<file path="src/rtl/pipelined_seg_adder.sv">
// Pipelined segmented ripple-carry adder/subtractor. Each stage ripples one SEG-bit
// segment; operands skew forward and partial sums deskew behind a valid/ready handshake.
module pipelined_seg_adder #(
    parameter int WIDTH = 80,
    parameter int SEG   = 16
) (
    input  logic             clk,
    input  logic             rst_n,
    input  logic             in_valid,
    output logic             in_ready,
    input  logic [WIDTH-1:0] a,
    input  logic [WIDTH-1:0] b,
    input  logic             cin,
    input  logic             sub,
    output logic             out_valid,
    input  logic             out_ready,
    output logic [WIDTH-1:0] sum,
    output logic             cout,
    output logic             ovf
);
    localparam int NSTAGE = WIDTH / SEG;

    logic              en;
    logic [WIDTH-1:0]  be;
    logic              c0;
    logic [NSTAGE-1:0] valid_q;

    assign be        = sub ? ~b : b;
    assign c0        = sub ? 1'b1 : cin;
    assign en        = !valid_q[NSTAGE-1] || out_ready;
    assign in_ready  = en;
    assign out_valid = valid_q[NSTAGE-1];

    // Valid bits shift in lockstep with the data; en=0 freezes the whole pipe.
    always_ff @(posedge clk or negedge rst_n) begin
        if (!rst_n)
            valid_q <= '0;
        else if (en)
            valid_q <= (valid_q << 1) | NSTAGE'(in_valid);
    end

    // Intermediate stages: each keeps only the operand bits still to be added
    // and the sum bits already produced, so register widths shrink/grow per stage.
    for (genvar k = 0; k < NSTAGE - 1; k++) begin : g_mid
        localparam int HI = (k + 1) * SEG;

        logic [WIDTH-1:k*SEG] a_src;
        logic [WIDTH-1:k*SEG] b_src;
        logic                 c_src;
        logic [SEG:0]         seg;
        logic [HI-1:0]        s_next;
        logic [WIDTH-1:HI]    a_q;
        logic [WIDTH-1:HI]    b_q;
        logic [HI-1:0]        s_q;
        logic                 c_q;

        if (k == 0) begin : g_first
            assign a_src  = a;
            assign b_src  = be;
            assign c_src  = c0;
            assign s_next = seg[SEG-1:0];
        end else begin : g_next
            assign a_src  = g_mid[k-1].a_q;
            assign b_src  = g_mid[k-1].b_q;
            assign c_src  = g_mid[k-1].c_q;
            assign s_next = {seg[SEG-1:0], g_mid[k-1].s_q};
        end

        assign seg = {1'b0, a_src[k*SEG +: SEG]} + {1'b0, b_src[k*SEG +: SEG]}
                   + (SEG+1)'(c_src);

        always_ff @(posedge clk or negedge rst_n) begin
            if (!rst_n) begin
                a_q <= '0;
                b_q <= '0;
                s_q <= '0;
                c_q <= 1'b0;
            end else if (en) begin
                a_q <= a_src[WIDTH-1:HI];
                b_q <= b_src[WIDTH-1:HI];
                s_q <= s_next;
                c_q <= seg[SEG];
            end
        end
    end

    logic [SEG-1:0]   fin_a;
    logic [SEG-1:0]   fin_b;
    logic             fin_c;
    logic [SEG:0]     fin_seg;
    logic [WIDTH-1:0] sum_next;

    if (NSTAGE == 1) begin : g_single
        assign fin_a    = a;
        assign fin_b    = be;
        assign fin_c    = c0;
        assign sum_next = fin_seg[SEG-1:0];
    end else begin : g_last
        assign fin_a    = g_mid[NSTAGE-2].a_q;
        assign fin_b    = g_mid[NSTAGE-2].b_q;
        assign fin_c    = g_mid[NSTAGE-2].c_q;
        assign sum_next = {fin_seg[SEG-1:0], g_mid[NSTAGE-2].s_q};
    end

    assign fin_seg = {1'b0, fin_a} + {1'b0, fin_b} + (SEG+1)'(fin_c);

    // Final stage drives the outputs straight from registers; overflow uses the
    // top operand bits that travelled along with the op.
    always_ff @(posedge clk or negedge rst_n) begin
        if (!rst_n) begin
            sum  <= '0;
            cout <= 1'b0;
            ovf  <= 1'b0;
        end else if (en) begin
            sum  <= sum_next;
            cout <= fin_seg[SEG];
            ovf  <= (fin_a[SEG-1] == fin_b[SEG-1]) && (sum_next[WIDTH-1] != fin_a[SEG-1]);
        end
    end

endmodule

</file>
<file path="config.mk">
export PLATFORM = sky130hd
export DESIGN_NAME = pipelined_seg_adder
export DESIGN_NICKNAME = d
export VERILOG_FILES = /design/src/rtl/pipelined_seg_adder.sv
export SDC_FILE = /design/constraint.sdc
export NUM_CORES = 1
export LEC_CHECK = 0
export BUFFER_PORTS_ARGS = -buffer_cell sky130_fd_sc_hd__buf_2
export CORE_AREA = 2 2 254 256
export DETAILED_ROUTE_END_ITERATION = 10
export DIE_AREA = 0 0 256 258
export PLACE_DENSITY = 0.7
export SLEW_MARGIN = 0
export SYNTH_ARGS = -nofsm -noshare
export SYNTH_HDL_FRONTEND = slang
export SYNTH_SLANG_ARGS = --single-unit
</file>
<file path="constraint.sdc">
create_clock -name clk -period 2.6 [get_ports clk]
set_input_delay 0.13 -clock clk [delete_from_list [all_inputs] [get_ports clk]]
set_output_delay 0.13 -clock clk [all_outputs]
set_load 0.05 [all_outputs]
</file>
==> metrics.csv <==
metric,value,unit
status,"finished, violations left",
violations,setup timing,
ioPinCount,250,
multi_input_area,10470,sq um
numCtsBuffers,59,
antenna_found_initial,0,
start_util,0.3954,
ys_ff_latch,571,
synth-main-ff-cell,dfrtp_1,
fin_area,31280,sq um
cts_tree,done,
clock_sinks,571,
syn_nets,3078,
period_minus_slack,2629,ps
postPlaceCellArea,27760,sq um
synth_area_leaders,"dfrtp_1, nand2_1, ha_1, xnor2_1, o21ai_0",
regToRegStartpoint,g_mid[0].c_q$_DFFE_PN0P_,
ys_seq_area_frac,0.5678,
synthArstFlopShare,1.000,
chipHeight,258,um
cp-end-kind,flip-flop,
r2r_setup_slack,-30,ps
grt_overflow,0,
synth_edf_count,0,
hold_class,input port to asynchronous set/reset pin,
routed_wl,58.15,mm
antenna_left,0,
regArea,14290,sq um
root_buffer,clkbuf_16,
dieWidth,256,um
worstMarginPinSlew,722.6,ps
r2r_cells,9,
yosysUniqueCellTypes,57,
core,63650,sq um
rows,93,
hpwl,38.26,mm
dr.pass1.iters,5,
hold_viol_final,0,
yosys_warnings,0,
synth_top_area_share,0.5678,
maxSlewViolCount,0,
max-slew-margin-rel,0.5183,
start_kind,flip-flop,
finalSetupViolCount,1,
netlist_top_cells_count,"nand2_1, dfrtp_1, o21ai_0",
required,3080,ps
drc,0,
drt-initial-drc-count,1441,
cp_max_fo,2,
synth.most_common_cell,nand2_1,
yosys.area.top_type,dfrtp_1,
power,40.17,mW
power_density,1284,nW/um^2
setup_ws,-28.77,ps
drive_gt1_frac,0.1430,
rr_endpoint,g_mid[1].c_q$_DFFE_PN0P_,
maxCapViolCount,0,
leakagePower,15.85,nW
path_class,flip-flop to flip-flop,
die_area,66050,sq um
synthCells,2827,
viasPerCell,4.724,
wire_per_inst,14.16,um
gp_congestion,0.8545,
clock_skew,15.53,ps
clock_path_buffers,3,
clkLatencyLatePin,610,ps
port_buffers,249,
cp.arrival,3110,ps
area_growth,24.32,%
grt_util_all_layers,0.1748,
syn_avg_cell_area,8.901,sq um
nFillCells,5887,
finalHoldWorstSlack,27.84,ps
grt_pass1_wl,95.65,mm
clkTransAtPathRegs,60,ps
diodes,0,
grt_max_degree,131,
syn_area,25160,sq um
grt_pass1_vias,18760,
rsz0062_at_grt,true,
fin_crit_sh,1.011,
vdd_drop_max,0.0006776,V
nets,3457,
fmax,380.4,MHz
htreeDepth,2,
num_vias,19400,
==> metrics by stage <==
stage | setup WS, ps | utilization | TNS (ps) | std cells
final | -28.77 | 0.4915 | -28.77 | 4107
after global routing | -183.4 | 0.4915 | -602.4 | 4107
after CTS | -121.8 | 0.4897 | -121.8 | 4103
after detailed placement | -219.0 | 0.4361 | -1330 | 3861
after global placement | -157.2 | 0.4361 | -687.2 | 3861
after floorplan | 10.85 | - | 0 | 2827
==> kinds of logic after synthesis <==
kind of cell	count (synthesis)	synth area share
AO/OA/AOI/OAI	329	0.07955
XOR/XNOR	136	0.04733
adder cells (fa/ha/maj)	85	0.04525
buffers and inverters	157	0.02367
flip-flops	571	0.5678
multiplexers	2	0.0007956
AND/OR/NAND/NOR	1547	0.2356
==> how the worst max path moves through the flow <==
stage / start / to / cells past startpoint
global route: g_mid[0].c_q$_DFFE_PN0P_ / g_mid[1].c_q$_DFFE_PN0P_ / 9
floorplan: g_mid[0].a_q[16]$_DFFE_PN0P_ / g_mid[1].c_q$_DFFE_PN0P_ / 9
CTS: g_mid[0].c_q$_DFFE_PN0P_ / g_mid[1].c_q$_DFFE_PN0P_ / 9
global placement: g_mid[0].a_q[16]$_DFFE_PN0P_ / g_mid[1].c_q$_DFFE_PN0P_ / 9
finish: g_mid[0].c_q$_DFFE_PN0P_ / g_mid[1].c_q$_DFFE_PN0P_ / 9
detailed placement: g_mid[0].a_q[16]$_DFFE_PN0P_ / g_mid[1].c_q$_DFFE_PN0P_ / 9
==> layout make-up <==
cell class              instances  area share
clock buffers                  85     0.05511
clock inverters                22    0.008399
inverters                      19    0.002520
multi-input cells            2099      0.3346
flip-flops and latches        571      0.4567
well taps                     855     0.03420
repair buffers                456      0.1084
==> sequential cells by signal, summed over array words and instances, names as in the netlist, 3 cells and up <==
signal     cells
g_mid.s_q    160
valid_q        5
fin_a         16
g_mid.a_q    144
sum           80
fin_b         16
g_mid.b_q    144
g_mid.c_q      3
==> timing repair <==
item | CTS | global route
hold buffers | 135 | 0
endpoints found under the hold margin | 491 | 0
buffers inserted | 0 | 4
resized for setup | 18 | 19
setup endpoints to repair | 14 | 20
pin swaps | 7 | 30
==> power breakdown <==
part,leakage [nW],switching [mW],internal (mW)
Sequential,6.90,2.26,12.9
Combinational,7.97,10.3,6.03
Clock,0.981,3.53,5.09
Total,15.9,16.1,24.1
==> per-layer routing <==
metal | part of all wire | global-route usage | vias to the layer above
li1 | - | - | 9772
met1 | 0.46 | 0.2386 | 9151
met2 | 0.46 | 0.2801 | 363
met3 | 0.036 | 0.02591 | 114
met4 | 0.040 | 0.07277 | 0
met5 | 0 | 0 | -
==> cell usage in the layout, fill, tap and decap left out, drive strengths merged, types with 5 or more instances in the layout <==
master,n
nor2,78
o31ai,9
fa,10
clkbuf,85
a21oi,84
o211ai,7
xor2,48
dlygate4sd3,135
clkinv,10
dfrtp,571
bufinv,5
or3,6
a21o,20
o21ai,130
o21a,17
a2111oi,5
buf,321
a211oi,14
nand3,6
nor2b,7
a31oi,9
nand2,1413
nor3,17
o21bai,9
ha,75
xnor2,88
and3,5
a221oi,5
inv,24
==> critical path, cell delays in order (launching register included) <==
cell and delay (ps):
dfrtp_1 400, fa_2 420, fa_2 350, a211o_1 290, a211oi_2 250, nor2_1 90, a21oi_2 200, o21ai_2 100
a2111oi_2 300, nor3_1 90
(Power assumes the default switching activity.)
